===== src/rtl/sensor_cond.sv =====
// Crank-sensor conditioning: debounces the cadence pulse, counts pulses per
// fixed window, flags "not pedaling", and keeps an exponential moving average
// of torque that is stepped once per accepted crank pulse.
module sensor_cond #(
  parameter int FAST_SIM = 0
) (
  input  logic        clk,
  input  logic        rst,
  input  logic [11:0] torque,
  input  logic        cadence_raw,
  output logic [11:0] avg_torque,
  output logic [4:0]  cadence,
  output logic        not_pedaling,
  output logic        cadence_rise
);

  // Window length is 2^WIN_BITS clocks; the short window only exists so that
  // simulations see several windows in a reasonable number of cycles.
  localparam int WIN_BITS = (FAST_SIM != 0) ? 12 : 22;

  logic                sync1;
  logic                sync2;
  logic                cad_filt;
  logic                cad_filt_d;
  logic [3:0]          stab_cnt;
  logic [WIN_BITS-1:0] win_timer;
  logic                win_end;
  logic [4:0]          pulse_cnt;
  logic [15:0]         acc;
  logic [15:0]         acc_step;
  logic                np_fall;

  // Two-flop synchronizer; nothing downstream looks at cadence_raw directly.
  always_ff @(posedge clk or posedge rst) begin
    if (rst) begin
      sync1 <= 1'b0;
      sync2 <= 1'b0;
    end else begin
      sync1 <= cadence_raw;
      sync2 <= sync1;
    end
  end

  // Debounce: the filtered level follows the input only after 16 consecutive
  // clocks of disagreement; any agreeing clock restarts the count.
  always_ff @(posedge clk or posedge rst) begin
    if (rst) begin
      cad_filt <= 1'b0;
      stab_cnt <= 4'd0;
    end else if (sync2 == cad_filt) begin
      stab_cnt <= 4'd0;
    end else if (stab_cnt == 4'd15) begin
      cad_filt <= ~cad_filt;
      stab_cnt <= 4'd0;
    end else begin
      stab_cnt <= stab_cnt + 4'd1;
    end
  end

  // One-clock strobe in the clock after the filtered level rises.
  always_ff @(posedge clk or posedge rst) begin
    if (rst) begin
      cad_filt_d   <= 1'b0;
      cadence_rise <= 1'b0;
    end else begin
      cad_filt_d   <= cad_filt;
      cadence_rise <= cad_filt & ~cad_filt_d;
    end
  end

  // Free-running window timer; the all-ones value closes the window.
  always_ff @(posedge clk or posedge rst) begin
    if (rst) begin
      win_timer <= '0;
    end else begin
      win_timer <= win_timer + 1'b1;
    end
  end

  assign win_end = &win_timer;

  // Pulse counting per window. A strobe landing on the closing clock belongs
  // to the window that is just starting, so the new count starts at 1.
  always_ff @(posedge clk or posedge rst) begin
    if (rst) begin
      pulse_cnt <= 5'd0;
      cadence   <= 5'd0;
    end else if (win_end) begin
      cadence   <= pulse_cnt;
      pulse_cnt <= cadence_rise ? 5'd1 : 5'd0;
    end else if (cadence_rise && (pulse_cnt != 5'd31)) begin
      pulse_cnt <= pulse_cnt + 5'd1;
    end
  end

  // Rider is treated as stopped when fewer than two pulses landed in the last
  // window; registered one clock behind the cadence load.
  always_ff @(posedge clk or posedge rst) begin
    if (rst) begin
      not_pedaling <= 1'b1;
    end else begin
      not_pedaling <= (cadence < 5'd2);
    end
  end

  // acc holds 16x the average. acc - acc/16 + torque never exceeds 16 bits:
  // at acc = 0xFFFF the subtraction removes 0xFFF, which is >= any torque.
  assign acc_step = acc - {4'd0, acc[15:4]} + {4'd0, torque};
  // not_pedaling is about to fall exactly when it is high and cadence >= 2.
  assign np_fall  = not_pedaling && (cadence >= 5'd2);

  // Average update: preload on resuming pedaling so the filter does not ramp
  // from a stale value, step once per crank pulse, freeze while stopped.
  always_ff @(posedge clk or posedge rst) begin
    if (rst) begin
      acc <= 16'd0;
    end else if (np_fall) begin
      acc <= {torque, 4'd0};
    end else if (cadence_rise && !not_pedaling) begin
      acc <= acc_step;
    end
  end

  assign avg_torque = acc[15:4];

endmodule


===== config.mk =====
export PLATFORM = sky130hd
export DESIGN_NAME = sensor_cond
export DESIGN_NICKNAME = d
export VERILOG_FILES = /design/src/rtl/sensor_cond.sv
export SDC_FILE = /design/constraint.sdc
export NUM_CORES = 1
export LEC_CHECK = 0
export BUFFER_PORTS_ARGS = -buffer_cell sky130_fd_sc_hd__buf_4
export CAP_MARGIN = 20
export CELL_PAD_IN_SITES_DETAIL_PLACEMENT = 0
export CELL_PAD_IN_SITES_GLOBAL_PLACEMENT = 1
export CORE_MARGIN = 4
export CORE_UTILIZATION = 47
export DETAILED_ROUTE_END_ITERATION = 8
export PLACE_DENSITY = 0.78
export SLEW_MARGIN = 20
export SYNTH_ARGS = -nofsm -noshare
export SYNTH_HDL_FRONTEND = slang
export SYNTH_SLANG_ARGS = --single-unit

===== constraint.sdc =====
create_clock -name clk -period 3.6 [get_ports clk]
set_clock_uncertainty 0.2 [all_clocks]
set_input_delay 0.18 -clock clk [delete_from_list [all_inputs] [get_ports clk]]
set_output_delay 0.18 -clock clk [all_outputs]
set_load 0.05 [all_outputs]

== Yosys cells after proc, flatten, opt, wreduce, memory -nomap -nowiden ==
Index checks and enable logic that the tools add are counted.
Storage, ports and cells
  register bits: 58
  output and inout port bits: 19
  word-level logic and storage cells: 40
Cells by class
  add/subtract/negate cells: 5
  $lt $le $gt $ge: 2
  equal/unequal tests: 3
  multiplexer cells: 7
  bitwise gates (word level): 4
  reduce and logical (&&, ||, !) cells: 8
Operators by type and width (number)
  $mux W16: 2
  $add A22 B1 Y22 const B: 1
  $reduce_and A22 Y1: 1
  $add A16 B12 Y16: 1
  $sub A16 B12 Y16: 1
  $mux W5: 2
  $mux W4: 2
  $add A5 B1 Y5 const B: 1
  $ge A5 B2 Y1 const B: 1
  $lt A5 B2 Y1 const B: 1
  $ne A5 B5 Y1 const B: 1
  $add A4 B1 Y4 const B: 1
  $eq A4 B4 Y1 const B: 1
  $reduce_bool A2 Y1: 2
  $logic_and A1 B1 Y1: 3
  $not A1 Y1: 3
  $reduce_and A2 Y1: 1
  $and A1 B1 Y1: 1
  $eq A1 B1 Y1: 1
  $logic_not A1 Y1: 1
  $mux W1: 1

== Depth between registers and ports, before layout ==
  depth after elaboration: 4
  gate-level depth with buffers: 11
  depth with buffers taken out: 11

== Worst setup path after synthesis ==
Ideal clock, no wire load.
  kind: reg2reg
  from: register acc[5]
  to: register acc[12]
  arrival time: 2.477 ns
  required time: 3.268 ns
  slack: 0.791 ns
  stages on the path, launching flop included: 8
  cells stage by stage: dfrtp_1 fa_1 fa_1 and2b_1 o2111ai_1 a2111oi_0 o21a_1 o31ai_1
Between the ends
  word-level cells in the longest chain between the ends: 4
RTL lines
  start: declaration: RTL line 29  | logic [15:0] acc;
  start signal: assignment: RTL line 118  | acc <= {torque, 4'd0};
  start signal: assignment: RTL line 120  | acc <= acc_step;
  $sub A16 B12 Y16: RTL line 108  | assign acc_step = acc - {4'd0, acc[15:4]} + {4'd0, torque};
  $add A16 B12 Y16: RTL line 108
  $mux W16: RTL line 119  | end else if (cadence_rise && !not_pedaling) begin
  $mux W16: RTL line 117  | end else if (np_fall) begin
Every way passes these cells. The select of a mux whose other input is x is not followed.
A chain may end at the register's enable or synchronous reset.

== Worst setup path in the final report ==
  from: input port torque[1]
  to: register acc[12]
Between the ends
  word-level cells in the longest chain between the ends: 3
RTL lines
  start: declaration: RTL line 9  | input logic [11:0] torque,
  $add A16 B12 Y16: RTL line 108
  $mux W16: RTL line 119
  $mux W16: RTL line 117
Every way passes these cells. The select of a mux whose other input is x is not followed.

==> flow_summary.json <==
{
  "status": "complete, no violations",
  "die_area_sq_um": 9360,
  "p_per_area_nw_per_um2": 416,
  "synth_area_sq_um": 3700,
  "netlist.area_leader.share_pct": 38.6,
  "worst_pin_slew_ns": 0.722,
  "cts_buffers": 9,
  "setup_violations": 0,
  "dp_cells": 497,
  "htree_levels": 3,
  "vias": 2695,
  "ant_nets": 0,
  "antenna_found_initial": 0,
  "grt_max_degree": 34,
  "cp_num_cells": 10,
  "synth.distinct_cells": 53,
  "tns_ns": 0,
  "cts_root_buf": "clkbuf_8",
  "syn-num-nets": 427,
  "numClockSinks": 58,
  "worst_ep_required_time_ns": 3.60,
  "peakVddDrop_mv": 0.302,
  "synth-edff-count": 0,
  "grt_use_total_pct": 17.7,
  "grt_overflow": 0,
  "path_cells": "dlygate4sd3_1, buf_4, inv_1, fa_1, fa_1, and2b_1, o2111ai_1, a2111oi_0, o21a_1, o31ai_1",
  "clk_latency_ns": 0.34,
  "timing.critical_path.mode_cell": "fa_1",
  "cts_max_path_buffers": 2,
  "p_leak_nw": 2.17,
  "top_level_ports": 34,
  "first_iter_violations": 99,
  "ys_warn_count": 0,
  "ys_seq_area_share_pct": 39.3,
  "cp_max_fo": 5,
  "finalPower_mw": 1.78,
  "fmaxAchievable_mhz": 313,
  "routabilityCongestion": 0.783,
  "start_kind": "input pin",
  "core_area_sq_um": 7690,
  "grt_pass1_vias": 2788,
  "cap_violations": 0,
  "hold_ws_ns": 0.0164,
  "placed_cell_area_sq_um": 3970,
  "fin_crit_sh_pct": 88.8,
  "die_w_um": 96.7,
  "antennaDiodeCount": 0,
  "drtPass1Iterations": 4,
  "cp_slowest_cell": "a2111oi_0",
  "grt_setup_unrepaired": "no",
  "synth.area.top_cells": "dfrtp_1, ha_1, fa_1, inv_1, xnor2_1",
  "cts.clk_slew.worst_paths_ns": 0.08,
  "crit_buf_inv": 3,
  "drive_gt1_share_pct": 15.9,
  "area_growth_pct": 15.9,
  "grt_pass1_wl_mm": 13.5,
  "r2r_cells": 7,
  "initial_utilization_pct": 48.1,
  "hold_viol_final": 0,
  "cts_tree": "done",
  "endpoint_kind": "flip-flop",
  "drc": 0,
  "stdcell_count": 524,
  "place_ws_ns": 0.524,
  "layout_setup_ws_ns": 0.402,
  "worstSetupPathType": "in -> reg",
  "min_period_ns": 3.20,
  "design_area_sq_um": 4290,
  "finalMaxSlewViolations": 0,
  "yosys.area.top_type": "dfrtp_1",
  "syn_avg_cell_area_sq_um": 9.74,
  "numPortBuffers": 33,
  "viasPerCell": 5.14,
  "slew_headroom_pct": 51.8,
  "netlist_instances": 380,
  "hold_class": "in -> reg",
  "arrival_ns": 3.20,
  "die_height_um": 96.7,
  "dp_hpwl_mm": 5.68,
  "final_util_pct": 55.8,
  "yosys_register_bits": 58,
  "route.detailed.wl_per_inst_um": 14.8,
  "critPathTopFamily": "compound AO/OA/AOI/OAI gates",
  "synth_flop_cell": "dfrtp_1",
  "hold-path-cell-count": 3,
  "cts_setup_buffers": 0,
  "synthArstFlopShare_pct": 100,
  "wirelength_mm": 7.76,
  "ctsResizeCount": 0,
  "critPathMaxStageDelay_ns": 0.61,
  "fin_nets": 464,
  "num_rows": 32
}
-- worst paths after layout --
path	startpoint	to	slack, ns
max	torque[1]	acc[12]	0.40
min	torque[5]	acc[9]	0.02
max reg2reg	acc[5]	acc[12]	0.50
min reg2reg	sync1	sync2	0.15
max in group asynchronous	rst	acc[10]	2.08
min in group asynchronous	rst	win_timer[6]	0.30
-- placed cells by master (no fill, tap or decap), types with 10 or more instances in the layout --
| master | n |
|---|---|
| clkbuf_8 | 10 |
| dlygate4sd3_1 | 11 |
| nor3_1 | 12 |
| fa_1 | 12 |
| a21oi_1 | 21 |
| xor2_1 | 13 |
| o21ai_0 | 12 |
| dfrtp_1 | 57 |
| nor2_1 | 18 |
| nand2_1 | 17 |
| inv_1 | 57 |
| ha_1 | 20 |
| buf_4 | 36 |
| xnor2_1 | 18 |
| nand3_1 | 13 |
-- registers in the layout, summed over array words and instances (netlist names) --
name	flops
win_timer	22
acc	16
cadence	5
pulse_cnt	5
stab_cnt	4
cad_filt	1
cad_filt_d	1
cadence_rise	1
not_pedaling	1
sync1	1
sync2	1
-- what timing repair did --
item                       CTS  global route
hold endpoints to repair    42             0
hold buffers                11             0
setup endpoints to repair    0             0
-- Yosys cell counts (3+ instances only) --
library cell  instances
a211oi_1              3
a21o_1                6
a21oi_1              21
a22oi_1               4
and4_1                3
buf_4                12
clkbuf_1              9
dfrtp_1              57
fa_1                 12
ha_1                 20
inv_1                58
mux2_2                6
nand2_1              17
nand2b_1              4
nand3_1              13
nand4_1               9
nor2_1               18
nor2b_1               5
nor3_1               12
nor4_1                3
o21a_1                6
o21ai_0              12
o31ai_1               7
xnor2_1              18
xor2_1               13
-- per-layer routing --
metal  global-route usage, %  vias up  share of wire [%]
met5                       0        -                  0
met4                    5.08        0                1.4
met3                    4.40       14                3.4
met2                    27.7       49                 46
met1                    24.5     1268                 50
li1                        -     1364                  -
-- logic make-up (layout without fill, tap and decap cells) --
family	after synthesis	after routing	synth area share (%)
AOI/OAI and AO/OA	74	74	13.1
xor gates and xnor gates	31	31	7.34
adders and majority gates	32	32	13.3
buffers and inverters	79	121	9.23
DFF	58	58	39.3
muxes	9	9	2.77
and+or+nand+nor	97	97	15.0
-- worst min-delay path, stage by stage --
cell and delay [ns]:
buf_4 0.07, inv_1 0.07, o221ai_1 0.19
-- layout make-up --
| class | count | area [sq um] |
|---|---|---|
| Fill cell | 716 | 3400 |
| Multi-Input combinational cell | 243 | 1910 |
| Sequential cell | 58 | 1450 |
| Timing Repair Buffer | 47 | 380 |
| Inverter | 58 | 218 |
| Clock buffer | 10 | 138 |
| Tap cell | 102 | 128 |
| Clock inverter | 6 | 66.3 |
-- where the power goes --
part	switching (mW)	internal, mW
Combinational	0.287	0.188
Clock	0.290	0.338
Sequential	0.0154	0.665
Total	0.593	1.19
Power figures use the tool's default switching activity.
